## src/rtl/cpu_pkg.sv

```systemverilog
// Shared definitions for the multi-cycle RV32 control slice:
// opcode constants, ALUOp encodings and the main FSM state type.
package cpu_pkg;

  localparam int unsigned XLEN = 32;

  localparam logic [6:0] OP_RTYPE  = 7'b0110011;
  localparam logic [6:0] OP_LOAD   = 7'b0000011;
  localparam logic [6:0] OP_STORE  = 7'b0100011;
  localparam logic [6:0] OP_BRANCH = 7'b1100011;

  localparam logic [1:0] ALUOP_MEM = 2'b00;
  localparam logic [1:0] ALUOP_BR  = 2'b01;
  localparam logic [1:0] ALUOP_R   = 2'b10;

  typedef enum logic [2:0] {
    FETCH,
    DECODE,
    EXEC,
    MEM,
    WB,
    TRAP
  } state_t;

endpackage

```

## src/rtl/main_decoder.sv

```systemverilog
// Main opcode decoder: classifies IR[6:0] into one of the supported
// instruction classes, or flags it as illegal.
// Ports:
//   opcode     in  IR[6:0]
//   is_rtype   out add/sub/and/or
//   is_load    out lw
//   is_store   out sw
//   is_branch  out beq
//   illegal    out none of the above
module main_decoder
  import cpu_pkg::*;
(
  input  logic [6:0] opcode,
  output logic       is_rtype,
  output logic       is_load,
  output logic       is_store,
  output logic       is_branch,
  output logic       illegal
);

  always_comb begin
    is_rtype  = (opcode == OP_RTYPE);
    is_load   = (opcode == OP_LOAD);
    is_store  = (opcode == OP_STORE);
    is_branch = (opcode == OP_BRANCH);
    illegal   = !(is_rtype || is_load || is_store || is_branch);
  end

endmodule

```

## src/rtl/multicycle_ctrl.sv

```systemverilog
// Multi-cycle main control unit for the RV32 core.
// Fetches through a req/ack handshake into an instruction register, then
// sequences FETCH/DECODE/EXEC/MEM/WB, drives the ALU-control interface and
// the register-file / data-memory / PC strobes, and counts retirements.
// Ports:
//   clk, rst_n            clock, synchronous active-low reset
//   imem_req/ack/rdata    instruction fetch handshake
//   dmem_req/we/ack       data access handshake (we=1 store)
//   alu_zero              ALU zero flag, steers beq
//   ALUOp/funct3/funct7/ALUSrc   ALU-control interface
//   reg_write/mem_to_reg  register-file write strobe / writeback source
//   pc_write/pc_src       PC update strobe / branch target select
//   ir                    latched instruction
//   illegal               sticky unsupported-opcode trap
//   instret               retired-instruction counter (wraps)
module multicycle_ctrl
  import cpu_pkg::*;
(
  input  logic            clk,
  input  logic            rst_n,
  output logic            imem_req,
  input  logic            imem_ack,
  input  logic [XLEN-1:0] imem_rdata,
  output logic            dmem_req,
  output logic            dmem_we,
  input  logic            dmem_ack,
  input  logic            alu_zero,
  output logic [1:0]      ALUOp,
  output logic [2:0]      funct3,
  output logic            funct7,
  output logic            ALUSrc,
  output logic            reg_write,
  output logic            mem_to_reg,
  output logic            pc_write,
  output logic            pc_src,
  output logic [XLEN-1:0] ir,
  output logic            illegal,
  output logic [XLEN-1:0] instret
);

  state_t          state_q, state_d;
  logic [XLEN-1:0] ir_q, ir_d;
  logic [XLEN-1:0] instret_q, instret_d;
  logic            retire;

  logic dec_rtype, dec_load, dec_store, dec_branch, dec_illegal;

  main_decoder u_main_decoder (
    .opcode    (ir_q[6:0]),
    .is_rtype  (dec_rtype),
    .is_load   (dec_load),
    .is_store  (dec_store),
    .is_branch (dec_branch),
    .illegal   (dec_illegal)
  );

  // State register; reset wins over any retire on the same edge.
  always_ff @(posedge clk) begin
    if (!rst_n) begin
      state_q   <= FETCH;
      ir_q      <= '0;
      instret_q <= '0;
    end else begin
      state_q   <= state_d;
      ir_q      <= ir_d;
      instret_q <= instret_d;
    end
  end

  // Next-state logic; acks are only looked at in FETCH and MEM.
  always_comb begin
    state_d = state_q;
    ir_d    = ir_q;
    retire  = 1'b0;
    case (state_q)
      FETCH: begin
        if (imem_ack) begin
          ir_d    = imem_rdata;
          state_d = DECODE;
        end
      end
      DECODE: state_d = dec_illegal ? TRAP : EXEC;
      EXEC: begin
        if (dec_rtype) begin
          state_d = WB;
        end else if (dec_load || dec_store) begin
          state_d = MEM;
        end else if (dec_branch) begin
          retire  = 1'b1;
          state_d = FETCH;
        end else begin
          state_d = TRAP;
        end
      end
      MEM: begin
        if (dmem_ack) begin
          if (dec_store) begin
            retire  = 1'b1;
            state_d = FETCH;
          end else begin
            state_d = WB;
          end
        end
      end
      WB: begin
        retire  = 1'b1;
        state_d = FETCH;
      end
      TRAP:    state_d = TRAP;
      default: state_d = FETCH;
    endcase
    instret_d = instret_q + {{(XLEN-1){1'b0}}, retire};
  end

  // Moore outputs; gated by rst_n so pending requests drop as soon as
  // reset is asserted. pc_src in beq EXEC is the only Mealy term.
  always_comb begin
    imem_req   = 1'b0;
    dmem_req   = 1'b0;
    dmem_we    = 1'b0;
    ALUOp      = ALUOP_MEM;
    ALUSrc     = 1'b0;
    reg_write  = 1'b0;
    mem_to_reg = 1'b0;
    pc_write   = 1'b0;
    pc_src     = 1'b0;
    illegal    = 1'b0;
    if (rst_n) begin
      case (state_q)
        FETCH: imem_req = 1'b1;
        EXEC: begin
          if (dec_rtype) begin
            ALUOp = ALUOP_R;
          end else if (dec_load || dec_store) begin
            ALUOp  = ALUOP_MEM;
            ALUSrc = 1'b1;
          end else if (dec_branch) begin
            ALUOp    = ALUOP_BR;
            pc_write = 1'b1;
            pc_src   = alu_zero;
          end
        end
        MEM: begin
          dmem_req = 1'b1;
          dmem_we  = dec_store;
          ALUSrc   = 1'b1;
        end
        WB: begin
          reg_write  = 1'b1;
          mem_to_reg = dec_load;
          pc_write   = 1'b1;
        end
        TRAP:    illegal = 1'b1;
        default: ;
      endcase
    end
  end

  assign funct3  = ir_q[14:12];
  assign funct7  = ir_q[30];
  assign ir      = ir_q;
  assign instret = instret_q;

endmodule

```

## config.mk

```make
export PLATFORM = sky130hd
export DESIGN_NAME = multicycle_ctrl
export DESIGN_NICKNAME = d
export VERILOG_FILES = /design/src/rtl/cpu_pkg.sv /design/src/rtl/main_decoder.sv /design/src/rtl/multicycle_ctrl.sv
export SDC_FILE = /design/constraint.sdc
export NUM_CORES = 1
export LEC_CHECK = 0
export CORE_MARGIN = 8
export CORE_UTILIZATION = 28
export CTS_CLUSTER_SIZE = 10
export DETAILED_ROUTE_END_ITERATION = 10
export PLACE_DENSITY_LB_ADDON = 0.08
export SLEW_MARGIN = 20
export SYNTH_ARGS = -nofsm -noshare
export SYNTH_HDL_FRONTEND = slang
export SYNTH_SLANG_ARGS = --single-unit
```

## constraint.sdc

```tcl
create_clock -name clk -period 6.1 [get_ports clk]
set_input_delay 0.61 -clock clk [delete_from_list [all_inputs] [get_ports clk]]
set_output_delay 0.61 -clock clk [all_outputs]
set_load 0.01 [all_outputs]
```

==> impl_metrics.yaml <==
status:
  status: "completed"
clock_network:
  cts_tree: "built"
  post_cts_buffers: 0
  cts_root_buf: "clkbuf_8"
  cts_buffer_depth: 2
  cts_resized: 0
  cts_hold_buf: 0
  insertion_delay_ns: 0.34
  cts.htree.levels: 3
  cts_sinks: 67
  cts_made_buffers: 9
  clk_pin_slew_ns: 0.07
floorplanning:
  die_w_um: 120
  ios: 116
  core_area_mm2: 0.0107
  die_area_mm2: 0.0145
  dieHeight_um: 120
  start_util_pct: 28.4
  fp-row-count: 38
worst_setup_path:
  cp-startpoint: "rst_n"
  worst-path-max-fanout: 15
  cp.required_ns: 5.49
  crit_type: "input pin to primary output"
  start_kind: "input pin"
  reg2reg_to: "instret[24]"
  rrSetupSlack_ns: 3.06
  worstSetupEndpointType: "primary output"
  critPathArrivalTime_ns: 2.52
  r2r_start: "ir[3]"
  reg2regPathDepth: 9
detailed_routing:
  drt-initial-drc-count: 186
  wl_um: 8740
  routed_via_density: 4.80
  first_pass_iters: 4
  num_vias: 2951
  drc: 0
  ant_nets: 0
  wl_per_cell_um: 14.2
synth:
  yosysSeqAreaShare_pct: 44.0
  synth.distinct_cells: 43
  syn_area_mm2: 0.00305
  synth-edff-count: 0
  synth_warnings: 0
  syn_inst: 371
  synth_nets: 410
  syn_avg_cell_area_um2: 8.22
  synth_ff_type: "dfxtp_1"
  synth_seq_cells: 67
  synthArstFlopShare_pct: 0
timing:
  finalSetupViolCount: 0
  tightest_slew_ns: 0.671
  fin_tns_setup_ns: 0
  period_share_pct: 51.4
  min_period_ns: 3.13
  hold_viol: 0
  max_freq_ghz: 0.319
  relSlewSlack_pct: 55.3
  hold_slack_ns: 0.455
  rsz0062_at_grt: "no"
  maxSlewViolCount: 0
  clock-skew-final_ns: 0.0101
run:
  cap_viol_max_count: 0
grt:
  grt-ovfl-total: 0
  grt.total_usage_pct: 12.7
  grt_pass1_vias: 3043
  grt_max_degree: 62
  antenna_found_initial: 0
  grt_pass1_wl_um: 15100
hold_path:
  whs_endpoint: "ir[8]"
  hold_start: "ir[8]"
  min_delay_path_depth: 2
  hp-class: "flop to flop"
final_layout:
  nNetsFinal: 509
  area_delta_synth_final_pct: 46.1
  drive_gt1_share_pct: 6.11
  diodes: 0
place:
  gp_congestion: 0.781
  dp_hpwl_um: 6050
  port_buffers: 115
power:
  power-per-cell-area_mw_per_mm2: 244
  p_leak_nw: 1.55
  vdd_drop_max_uv: 109
[critical path, stage by stage]
cell	delay, ns
clkdlybuf4s50_1	0.78
and4_1	0.28
nor4bb_1	0.26
clkdlybuf4s50_1	0.58
[per-stage QoR]
| step | instances | cell area, um^2 | utilization [%] | setup slack, ns | total power, mW |
|---|---|---|---|---|---|
| after floorplan | 371 | 3050 | - | 3.56 | 0.584 |
| after global placement | 599 | 4230 | 39.3 | 2.99 | 0.679 |
| after detailed placement | 599 | 4230 | 39.3 | 2.92 | 0.679 |
| after CTS | 615 | 4450 | 41.5 | 2.92 | 1.11 |
| after global routing | 615 | 4450 | 41.5 | 2.76 | 1.15 |
| final | 615 | 4450 | 41.5 | 2.97 | 1.09 |
[area by class of cell]
| type | instances | area, um^2 |
|---|---|---|
| Clock buffer | 10 | 138 |
| Inverter | 7 | 28.8 |
| Tap cell | 140 | 175 |
| Timing Repair Buffer | 117 | 1170 |
| Multi-Input combinational cell | 268 | 1520 |
| Sequential cell | 67 | 1340 |
| Clock inverter | 6 | 88.8 |
| Fill cell | 1115 | 6290 |
[registers in the layout, indices dropped and copies added, names as in the netlist]
signal / cells
instret: 32
ir: 32
state_q: 3
[routing by layer]
layer | track usage, % | up-vias | wire length, um
met5 | 0 | - | 0
met4 | 4.29 | 0 | 104
met3 | 7.13 | 10 | 1000
met2 | 19.7 | 83 | 3920
met1 | 14.4 | 1365 | 3710
li1 | - | 1493 | -
[synthesized netlist by cell type (2+ instances only)]
cell type / n / area (um^2)
nor2_1: 19 / 71.3
or3_1: 3 / 18.8
clkbuf_1: 15 / 56.3
nand2_1: 80 / 300
ha_1: 2 / 25.0
and3_1: 8 / 50.1
dfxtp_1: 67 / 1340
inv_1: 6 / 22.5
nor3_1: 2 / 10.0
or4_1: 11 / 82.6
nand4_1: 7 / 43.8
xor2_1: 9 / 78.8
buf_4: 6 / 45.0
nand3_1: 13 / 65.1
nand2b_1: 5 / 31.3
buf_6: 2 / 22.5
nand4_4: 2 / 42.5
or3_2: 4 / 30.0
o21ai_0: 9 / 45.0
a21oi_1: 50 / 250
o31ai_1: 13 / 97.6
xnor2_1: 2 / 17.5
and2_1: 4 / 25.0
and4_1: 4 / 35.0
maj3_1: 2 / 20.0
nor4_1: 3 / 18.8
mux2i_1: 3 / 30.0
buf_2: 5 / 25.0
[power breakdown]
group,internal (mW),switching (mW)
clock network,0.241,0.181
registers,0.462,0.0219
logic,0.0931,0.0890
[logic make-up (layout without fill, tap and decap cells)]
kind of cell               count (synthesis)  after routing  share of synthesized area, %
and+or+nand+nor                          171            171                          29.0
AOI/OAI and AO/OA                         79             79                          15.1
DFF                                       67             67                          44.0
buffers and inverters                     36            140                          6.24
xor gates and xnor gates                  11             11                          3.16
adders and majority gates                  4              4                          1.48
muxes                                      3              3                         0.985
[cells in the final DEF, fill, tap and decap left out, types with 2 or more instances in the layout]
cell type and instances:
nor2_1 19, mux2i_1 3, maj3_1 2, nand2b_1 5, xor2_1 9, and4_1 4
nand3_1 13, ha_1 2, clkbuf_8 10, nand4_1 7, dfxtp_1 67, inv_1 6
nand4_4 2, nor3_1 2, or3_1 3, clkinvlp_4 2, xnor2_1 2, buf_4 2
nor4_1 3, nand2_1 80, or3_2 4, a21oi_1 50, or4_1 11, and2_1 4
o21ai_0 9, clkdlybuf4s50_1 115, bufinv_16 2, and3_1 8, o31ai_1 13
[worst max-delay path by stage]
stage,end,slack [ns],depth (start not counted)
6_report,ALUOp[1],2.97,4
3_3_place_gp,ALUOp[1],2.99,4
5_1_grt,instret[24],2.76,9
2_1_floorplan,instret[27],3.56,12
3_5_place_dp,ALUOp[1],2.92,4
4_1_cts,ALUOp[1],2.92,4
No activity file was read; power rests on OpenSTA's default activity.
==> RTL change, RTL diff (config.mk and constraints unchanged) <==
Change the package constant `XLEN` from 32 to 48.
--- a/src/rtl/cpu_pkg.sv
+++ b/src/rtl/cpu_pkg.sv
@@ -2,7 +2,7 @@
 // opcode constants, ALUOp encodings and the main FSM state type.
 package cpu_pkg;
 
-  localparam int unsigned XLEN = 32;
+  localparam int unsigned XLEN = 48;
 
   localparam logic [6:0] OP_RTYPE  = 7'b0110011;
   localparam logic [6:0] OP_LOAD   = 7'b0000011;
Ports: changed (resized imem_rdata, instret and ir); port bits go from 116 to 164. The function was not compared with the original's and may differ.
==> RTL change against the original RTL <==
  * Power up 36%
  * Worst setup slack lost 0.81 ns
  * Sequential cell count up 32
  * Cell area rose by 46%
  * Combinational power up 9%
  * Register-to-register slack got worse by 0.90 ns
  * Non-clock buffer count rose by 49
  * Wire length is 66% higher
  * Area after synthesis rose by 47%
  * Critical path type is now register to register
  * Highest routed layer unchanged
==> RTL change: results <==
export IMPL_hp_class="register to register"
export IMPL_grt_usage_pct=14.34
export IMPL_gp_congestion=0.7705
export IMPL_vias=4440
export IMPL_cpMaxStageDelayCell="or4_1"
export IMPL_worst_hold_startpoint="ir[19]"
export IMPL_grt_max_degree=53
export IMPL_hold_slack_ns=0.4547
export IMPL_ys_types=42
export IMPL_n_antenna_cell=0
export IMPL_drive_above_1_share_pct=3.026
export IMPL_hold_buffers=0
export IMPL_status="finished, final reports clean"
export IMPL_max_stage_delay_ns=0.72
export IMPL_synth_nets=615
export IMPL_dp_hpwl_um=10310
export IMPL_synthAdderAreaFrac_pct=1.004
export IMPL_slew_headroom_pct=32.77
export IMPL_reg2reg_from="ir[0]"
export IMPL_nFillCells=1608
export IMPL_fin_nets=746
export IMPL_drtIter0Drc=234
export IMPL_ys_top_cells_by_area="dfxtp_1 44%, nand2_1 11%, a21oi_1 7.7%"
export IMPL_yosysWarnings=0
export IMPL_first_pass_iters=4
export IMPL_cts_root_buffer="clkbuf_16"
export IMPL_cts_repair_resized=0
export IMPL_cts_setup_buffers=0
export IMPL_synthTopCellsByCount="131 x nand2_1, 99 x dfxtp_1, 69 x a21oi_1"
export IMPL_cts_buffer_depth=2
export IMPL_reg2reg_setup_slack_ns=2.16
export IMPL_io_buffers=163
export IMPL_htree_levels=3
export IMPL_async_flop_share_pct=0
export IMPL_numCtsBuffers=9
export IMPL_critPathMaxFanout=21
export IMPL_finClkSkew_ns=0.005028
export IMPL_avgSynthCellArea_um2=8.010
export IMPL_leakage_nw=2.129
export IMPL_r2r_cells=9
export IMPL_p_int_mw=1.121
export IMPL_hold_end="ir[19]"
export IMPL_clock_latency_ns=0.34
export IMPL_clk_pin_slew_ns=0.07
export IMPL_dp_cells=896
export IMPL_cp_top_family="simple AND/OR/NAND/NOR gates"
export IMPL_synthMuxAreaShare_pct=2.678
export IMPL_synth_compound_area_share_pct=13.28
export IMPL_reg2reg_to="instret[29]"
export IMPL_via_per_inst=4.879
export IMPL_grt_pass1_wl_um=23450
export IMPL_wl_per_cell_um=15.92
export IMPL_antenna_found_initial=0
export IMPL_ys_seq_area_share_pct=44.18
export IMPL_synth_xor_area_share_pct=2.343
export IMPL_worstPathArrival_ns=4.22
export IMPL_peakVddDrop_uv=163.3
RTL change: cell types whose count changed after synthesis, moves of 7 or more:
cell	unedited run	this run
nor4_1	3	14
nand2b_1	5	12
clkbuf_1	15	33
nand4_1	7	24
and4_1	4	12
nand2_1	80	131
a21oi_1	50	69
mux2i_1	3	12
o31ai_1	13	22
dfxtp_1	67	99
RTL change: kinds of logic (layout without fill, tap and decap cells):
logic type | count (synthesis) | in the layout
flip-flops | 99 | 99
AO/OA/AOI/OAI | 103 | 103
AND/OR/NAND/NOR | 276 | 276
XOR/XNOR | 12 | 12
adder cells (fa/ha/maj) | 4 | 4
buffers and inverters | 54 | 188
multiplexers | 12 | 12
RTL change: worst reg2reg max path, stage by stage, from the launching register on:
cell,delay (ns)
dfxtp_1,0.37
nor4bb_1,0.62
nand4_1,0.21
and2_1,0.21
o21ai_0,0.29
ha_1,0.24
and2_1,0.35
nand4_1,0.71
or4_1,0.73
a21oi_1,0.14
RTL change: worst max-delay path by stage:
stage / startpoint / end / slack, ns / cells after the start
3_5_place_dp: ir[0] / instret[29] / 2.20 / 9
6_report: ir[0] / instret[29] / 2.16 / 9
3_3_place_gp: ir[0] / instret[27] / 2.43 / 9
5_1_grt: ir[0] / instret[29] / 1.85 / 9
2_1_floorplan: ir[0] / instret[27] / 3.27 / 11
4_1_cts: ir[0] / instret[29] / 2.19 / 9
RTL change: routing by layer:
layer / global-route usage (%) / up-vias / routed length (um)
li1: - / 2229 / -
met1: 15.70 / 2065 / 5902
met2: 23.22 / 134 / 6738
met3: 7.883 / 12 / 1654
met4: 4.530 / 0 / 188
met5: 0 / - / 0
RTL change: power groups by stage:
stage | clock, mW | sequential [mW] | combinational [mW]
2_1_floorplan | 0 | 0.714 | 0.0828
3_3_place_gp | 0 | 0.706 | 0.201
3_5_place_dp | 0 | 0.708 | 0.201
4_1_cts | 0.615 | 0.694 | 0.202
5_1_grt | 0.639 | 0.697 | 0.219
6_report | 0.590 | 0.694 | 0.198
RTL change: final cells by class:
class / count / share of cell area (%)
well taps: 216 / 4.154
flip-flops and latches: 99 / 30.46
inverters: 8 / 0.4615
clock inverters: 2 / 0.5385
repair buffers: 166 / 25.42
clock buffers: 12 / 4.096
multi-input cells: 407 / 34.87
RTL change: per-stage QoR:
stage	setup slack [ns]	util [%]	area, um2
detailed placement	2.203	39.34	6205
floorplan	3.274	-	4486
global route	1.851	41.26	6506
CTS	2.192	41.26	6506
finish	2.159	41.26	6506
global placement	2.429	39.34	6205
